### src/rtl/mem_bus_arbiter_if.sv
// Bus bundle between the instruction/data requesters, the arbiter and the memory.
// master = arbiter view (drives memory request and port completions); slave = environment view.
interface mem_bus_arbiter_if;
    logic        i_valid;
    logic        i_ready;
    logic [31:0] i_addr;
    logic [31:0] i_rdata;
    logic        d_valid;
    logic        d_ready;
    logic [31:0] d_addr;
    logic [31:0] d_rdata;
    logic [31:0] d_wdata;
    logic [3:0]  d_wstrb;
    logic        mem_valid;
    logic        mem_ready;
    logic [31:0] mem_addr;
    logic [31:0] mem_rdata;
    logic [31:0] mem_wdata;
    logic [3:0]  mem_wstrb;

    modport master (
        input  i_valid, i_addr, d_valid, d_addr, d_wdata, d_wstrb, mem_ready, mem_rdata,
        output i_ready, i_rdata, d_ready, d_rdata, mem_valid, mem_addr, mem_wdata, mem_wstrb
    );

    modport slave (
        output i_valid, i_addr, d_valid, d_addr, d_wdata, d_wstrb, mem_ready, mem_rdata,
        input  i_ready, i_rdata, d_ready, d_rdata, mem_valid, mem_addr, mem_wdata, mem_wstrb
    );
endinterface

### src/rtl/mem_bus_arbiter.sv
// Two-port (instruction/data) arbiter onto one memory bus, one transaction at a time.
// Define ARB_ROUND_ROBIN_EN to alternate tie winners; otherwise ties go to the DATA_FIRST port.
module mem_bus_arbiter #(
    parameter int unsigned DATA_FIRST = 1
) (
    input  logic              clk,
    input  logic              resetn,
    mem_bus_arbiter_if.master bus
);
    typedef enum logic [1:0] {IDLE, BUSY_I, BUSY_D} state_t;

    state_t      r_state;
    logic        r_mem_valid;
    logic [31:0] r_mem_addr;
    logic [31:0] r_mem_wdata;
    logic [3:0]  r_mem_wstrb;

    logic w_any_req;
    logic w_tie_d;
    logic w_grant_d;

`ifdef ARB_ROUND_ROBIN_EN
    logic r_last_d;
    logic r_rr_armed;
    // Until the first tie is resolved the DATA_FIRST port wins, whatever last-grant says.
    assign w_tie_d = r_rr_armed ? ~r_last_d : (DATA_FIRST != 0);
`else
    assign w_tie_d = (DATA_FIRST != 0);
`endif

    assign w_any_req = bus.i_valid | bus.d_valid;
    assign w_grant_d = bus.d_valid & (~bus.i_valid | w_tie_d);

    always_ff @(posedge clk) begin
        if (!resetn) begin
            r_state     <= IDLE;
            r_mem_valid <= 1'b0;
            r_mem_addr  <= '0;
            r_mem_wdata <= '0;
            r_mem_wstrb <= '0;
`ifdef ARB_ROUND_ROBIN_EN
            r_last_d    <= 1'b0;
            r_rr_armed  <= 1'b0;
`endif
        end else begin
            case (r_state)
                IDLE: begin
                    if (w_any_req) begin
                        r_mem_valid <= 1'b1;
                        if (w_grant_d) begin
                            r_state     <= BUSY_D;
                            r_mem_addr  <= bus.d_addr;
                            r_mem_wdata <= bus.d_wdata;
                            r_mem_wstrb <= bus.d_wstrb;
                        end else begin
                            r_state     <= BUSY_I;
                            r_mem_addr  <= bus.i_addr;
                            r_mem_wdata <= '0;
                            r_mem_wstrb <= '0;
                        end
`ifdef ARB_ROUND_ROBIN_EN
                        r_last_d <= w_grant_d;
                        if (bus.i_valid && bus.d_valid) begin
                            r_rr_armed <= 1'b1;
                        end
`endif
                    end
                end
                BUSY_I, BUSY_D: begin
                    if (bus.mem_ready) begin
                        r_state     <= IDLE;
                        r_mem_valid <= 1'b0;
                    end
                end
                default: begin
                    r_state     <= IDLE;
                    r_mem_valid <= 1'b0;
                end
            endcase
        end
    end

    // Completion strobes are gated by resetn so nothing completes in a reset cycle.
    assign bus.i_ready   = resetn & (r_state == BUSY_I) & bus.mem_ready;
    assign bus.d_ready   = resetn & (r_state == BUSY_D) & bus.mem_ready;
    assign bus.i_rdata   = bus.mem_rdata;
    assign bus.d_rdata   = bus.mem_rdata;
    assign bus.mem_valid = r_mem_valid;
    assign bus.mem_addr  = r_mem_addr;
    assign bus.mem_wdata = r_mem_wdata;
    assign bus.mem_wstrb = r_mem_wstrb;
endmodule

### src/flat_wrapper.sv
// flat-port wrapper written by rule: the top's interface ports become plain ports
module mem_bus_arbiter_flat 
#(
    parameter int unsigned DATA_FIRST = 1
)
  (clk, resetn, bus_i_valid, bus_i_addr, bus_d_valid, bus_d_addr, bus_d_wdata, bus_d_wstrb, bus_mem_ready, bus_mem_rdata, bus_i_ready, bus_i_rdata, bus_d_ready, bus_d_rdata, bus_mem_valid, bus_mem_addr, bus_mem_wdata, bus_mem_wstrb);
  mem_bus_arbiter_if bus_i ();
  input  logic clk;
  input  logic resetn;
  input wire logic [$bits(bus_i.i_valid)-1:0] bus_i_valid;
  input wire logic [$bits(bus_i.i_addr)-1:0] bus_i_addr;
  input wire logic [$bits(bus_i.d_valid)-1:0] bus_d_valid;
  input wire logic [$bits(bus_i.d_addr)-1:0] bus_d_addr;
  input wire logic [$bits(bus_i.d_wdata)-1:0] bus_d_wdata;
  input wire logic [$bits(bus_i.d_wstrb)-1:0] bus_d_wstrb;
  input wire logic [$bits(bus_i.mem_ready)-1:0] bus_mem_ready;
  input wire logic [$bits(bus_i.mem_rdata)-1:0] bus_mem_rdata;
  output wire logic [$bits(bus_i.i_ready)-1:0] bus_i_ready;
  output wire logic [$bits(bus_i.i_rdata)-1:0] bus_i_rdata;
  output wire logic [$bits(bus_i.d_ready)-1:0] bus_d_ready;
  output wire logic [$bits(bus_i.d_rdata)-1:0] bus_d_rdata;
  output wire logic [$bits(bus_i.mem_valid)-1:0] bus_mem_valid;
  output wire logic [$bits(bus_i.mem_addr)-1:0] bus_mem_addr;
  output wire logic [$bits(bus_i.mem_wdata)-1:0] bus_mem_wdata;
  output wire logic [$bits(bus_i.mem_wstrb)-1:0] bus_mem_wstrb;
  assign bus_i.i_valid = bus_i_valid;
  assign bus_i.i_addr = bus_i_addr;
  assign bus_i.d_valid = bus_d_valid;
  assign bus_i.d_addr = bus_d_addr;
  assign bus_i.d_wdata = bus_d_wdata;
  assign bus_i.d_wstrb = bus_d_wstrb;
  assign bus_i.mem_ready = bus_mem_ready;
  assign bus_i.mem_rdata = bus_mem_rdata;
  assign bus_i_ready = bus_i.i_ready;
  assign bus_i_rdata = bus_i.i_rdata;
  assign bus_d_ready = bus_i.d_ready;
  assign bus_d_rdata = bus_i.d_rdata;
  assign bus_mem_valid = bus_i.mem_valid;
  assign bus_mem_addr = bus_i.mem_addr;
  assign bus_mem_wdata = bus_i.mem_wdata;
  assign bus_mem_wstrb = bus_i.mem_wstrb;
  mem_bus_arbiter #(.DATA_FIRST(DATA_FIRST)) u_core (.clk(clk), .resetn(resetn), .bus(bus_i));
endmodule
### config.mk
export PLATFORM = sky130hd
export DESIGN_NAME = mem_bus_arbiter_flat
export DESIGN_NICKNAME = d
export VERILOG_FILES = /design/src/rtl/mem_bus_arbiter_if.sv /design/src/rtl/mem_bus_arbiter.sv /design/src/flat_wrapper.sv
export SDC_FILE = /design/constraint.sdc
export NUM_CORES = 1
export LEC_CHECK = 0
export ABC_AREA = 1
export CAP_MARGIN = 30
export CORE_AREA = 4 4 105 107
export DETAILED_ROUTE_END_ITERATION = 8
export DIE_AREA = 0 0 109 111
export DONT_BUFFER_PORTS = 1
export SLEW_MARGIN = 20
export SYNTH_ARGS = -nofsm -noshare
export SYNTH_HDL_FRONTEND = slang
export SYNTH_SLANG_ARGS = --single-unit
export TNS_END_PERCENT = 100
### constraint.sdc
create_clock -name clk -period 1.7 [get_ports clk]
set_input_delay 0.17 -clock clk [delete_from_list [all_inputs] [get_ports clk]]
set_output_delay 0.17 -clock clk [all_outputs]
set_load 0.02 [all_outputs]
==> implementation parameters, run 1 <==
Parameter                              Value

Setup path
  Largest fanout of any net on the critical path    3
  Crit. End Element    output pin
  Data arrival time of the critical path    1.38 ns
  Element type at the critical path start    register
  Worst setup path category    reg2out
  Data required time at the worst endpoint    1.53 ns
  Register-to-Register Path Depth    7
  Worst reg2reg setup slack    0.29 ns
  Worst Setup SP    u_core.r_state[1]
  Reg2reg start    u_core.r_state[0]
  Destination of the worst register-to-register timing path    u_core.bus.mem_addr[10]

Power
  Switching share of total power    0.377
  Internal Pwr Total    2800 uW
  Switching Power    1690 uW
  Share of power burned in combinational logic    0.213
  Worst IR drop on VDD    0.474 mV
  Pwr per Cell Area    1180 nW/um^2
  Total leakage power    0.00179 uW
  Sequential share of power    0.520
  Part of the total power dissipated in the clock network    0.267

Yosys
  Post-Syn Area per Cell    6.46 um^2
  Flip-flop and latch count after synthesis    71
  Share of flip-flops with an asynchronous set or reset after synthesis    0
  Proportion of netlist area held by the largest area contributor    0.393
  Most common cell in the synthesized netlist    sky130_fd_sc_hd__nand2_1
  Most frequent cells after synthesis    sky130_fd_sc_hd__nand2_1 (243), sky130_fd_sc_hd__dfxtp_1 (71), sky130_fd_sc_hd__nor2_1 (71), sky130_fd_sc_hd__buf_4 (64), sky130_fd_sc_hd__inv_1 (38)
  Post-synth cell types    14
  Mapped Area    3620 um^2
  Synth area leader    sky130_fd_sc_hd__dfxtp_1
  Synth Net Count    701
  Count of mapped cells out of synthesis    560
  Cells taking the most area after synthesis    sky130_fd_sc_hd__dfxtp_1 (39%), sky130_fd_sc_hd__nand2_1 (25%), sky130_fd_sc_hd__buf_4 (13%), sky130_fd_sc_hd__nor2_1 (7.4%), sky130_fd_sc_hd__a21oi_1 (5.1%)
  Warnings, synthesis    0
  Fraction of the yosys area taken by sequential cells    0.393
  Commonest register cell after synthesis    sky130_fd_sc_hd__dfxtp_1
  Post-synth EDFFs    0

CTS
  Number of buffers created by CTS    9
  Post-cts sizing count    0
  Largest buffer count on any clock path    2
  Clock transition at path regs    0.08 ns
  Number of sinks handled by clock tree synthesis    71
  Clock tree from TritonCTS    built
  CTS root buf    sky130_fd_sc_hd__clkbuf_8
  Number of H-tree branching levels    3
  Insertion delay to the later sink of the worst-skew pair    0.34 ns

Hold path
  Launch point of the worst hold path    bus_i_addr[6]
  End point of the most critical hold path    u_core.bus.mem_addr[6]
  Path type of the worst min-delay path    in2reg
  Hold Path Cell Cnt    4

STA
  Minimum clock period after layout    1.55 ns
  RSZ-0062 raised after global routing    no
  Maximum frequency from static timing analysis    0.646 GHz
  Endpoints failing setup    0
  Final Hold Vio Count    0
  Slew @ Worst Pin    0.483 ns
  Slew headroom    0.677
  Final Hold Slack    0.0623 ns
  Final period utilization    0.910
  Final worst-path setup slack    0.152 ns
  Clock skew after layout    0.00779 ns
  Setup tns final    0 ns
  Count of pins over their slew limit    0

Global route
  Wire length of the first global-routing pass    14.9 mm
  Total GRT Usage    0.154
  Via count of the first global-routing pass    3018
  Pin count of the biggest net entering global routing    57
  Antenna violations before repair    0
  Total congestion overflow after global routing    0

Routing
  Number of vias after detailed routing    3017
  Final antenna-violating net count    0
  Uppermost layer routed    met4
  Vias per cell    4.55
  Amount of wire on met3 after detailed routing    1.17 mm
  M1 wire length    3.56 mm
  Number of violations reported at the end of detailed-routing iteration 0    145
  Wire length per cell after detailed routing    14.6 um
  Met2 routed wirelength    4.80 mm
  DRC Markers    0
  Total iterations of the first detailed-routing run    4
  Detailed Route WL    9.68 mm

Status
  Result of the run    finished, final reports clean

Cells and area
  Area growth from synthesis to final layout    5.43%
  Share of layout cells above drive strength 1    0.0474
  # nets final    663
  Fin cells    663
  Fin util    0.376
  Antenna cell count    0

Placement
  Count of buffers from port buffering    0
  Final weighted congestion of routability-driven global placement    0.759
  Estimated wirelength of the detail-placed design    6.60 mm
  Post-Place Setup Slack    0.299 ns
  Number of cells in the design after placement    610

Floorplan
  Initial Util    0.357
  Io pins    272
  Core box area    10100 um^2
  Site row count    37
  Die area    12100 um^2
  Die width    109 um
  Vert. Die Dim    111 um

Flow run
  Number of maximum-capacitance constraint violations    0
-- state kept, by name, summed over array words and instances, names as in the netlist --
name / flops
u_core.bus.mem_wstrb: 4
u_core.bus.mem_addr: 32
u_core.bus.mem_wdata: 32
u_core.r_state: 2
u_core.bus.mem_valid: 1
-- power groups by stage --
| stage | Combinational (uW) | Clock [uW] | Sequential [uW] |
|---|---|---|---|
| after floorplan | 941 | 0 | 2310 |
| after global placement | 842 | 0 | 2370 |
| after detailed placement | 880 | 0 | 2380 |
| after CTS | 966 | 1270 | 2340 |
| after global routing | 1130 | 1320 | 2360 |
| final | 957 | 1200 | 2330 |
-- critical path, stage by stage (launching register included) --
cell and delay, ns:
sky130_fd_sc_hd__dfxtp_1 0.33, sky130_fd_sc_hd__inv_1 0.11, sky130_fd_sc_hd__ha_1 0.17, sky130_fd_sc_hd__nand2_1 0.05
sky130_fd_sc_hd__nor2_1 0.38
-- cell families (layout without fill, tap and decap cells) --
group / after synthesis / in the layout / synth area share
AND/OR/NAND/NOR: 316 / 316 / 0.329
buffers and inverters: 131 / 98 / 0.209
AO/OA/AOI/OAI: 38 / 38 / 0.0557
flip-flops: 71 / 71 / 0.393
adder cells (fa/ha/maj): 4 / 4 / 0.0138
-- cells in the final DEF (no fill, tap or decap), types with 2 or more instances in the layout --
cell type,n
sky130_fd_sc_hd__nor2_1,71
sky130_fd_sc_hd__dfxtp_1,71
sky130_fd_sc_hd__inv_1,38
sky130_fd_sc_hd__clkinv_2,2
sky130_fd_sc_hd__buf_4,3
sky130_fd_sc_hd__clkbuf_8,9
sky130_fd_sc_hd__buf_12,4
sky130_fd_sc_hd__ha_1,4
sky130_fd_sc_hd__a21oi_1,37
sky130_fd_sc_hd__dlygate4sd3_1,36
sky130_fd_sc_hd__nand2_1,243
sky130_fd_sc_hd__clkinvlp_4,4
-- layer usage --
layer / up-vias / global-route usage
met5: - / 0
met4: 0 / 0.0438
met3: 15 / 0.0693
met2: 187 / 0.272
met1: 1291 / 0.161
li1: 1524 / -
-- cell type report --
class,count,area [um^2]
Sequential cell,71,1420
Clock buffer,9,124
Timing Repair Buffer,43,463
Tap cell,136,170
Inverter,39,146
Multi-Input combinational cell,358,1440
Clock inverter,7,48.8
Fill cell,1049,6320
-- worst max path at each step --
stage | to | slack (ns) | cells past startpoint
2_1_floorplan | u_core.bus.mem_wdata[26] | 0.47 | 7
4_1_cts | bus_i_ready | 0.12 | 4
3_3_place_gp | u_core.bus.mem_addr[13] | 0.38 | 7
6_report | bus_i_ready | 0.15 | 4
5_1_grt | bus_i_ready | 0.02 | 4
3_5_place_dp | u_core.bus.mem_addr[27] | 0.30 | 7
-- through the flow --
step,instance area [um^2],total power [uW]
3_5_place_dp,3260,3260
5_1_grt,3820,4810
2_1_floorplan,3620,3250
6_report,3820,4490
3_3_place_gp,3260,3220
4_1_cts,3820,4570
-- repair_timing --
item | in CTS | in global routing
setup buffers | 0 | 0
endpoints found under the hold margin | 71 | 0
hold buffers | 37 | 0
(Power assumes the default switching activity.)
==> run 2, diff against run 1 <==
- ABC_CLOCK_PERIOD_IN_PS: unset -> 1700
==> results of run 2 <==
No change in the layout: final DEF, timing and power equal those of run 1.
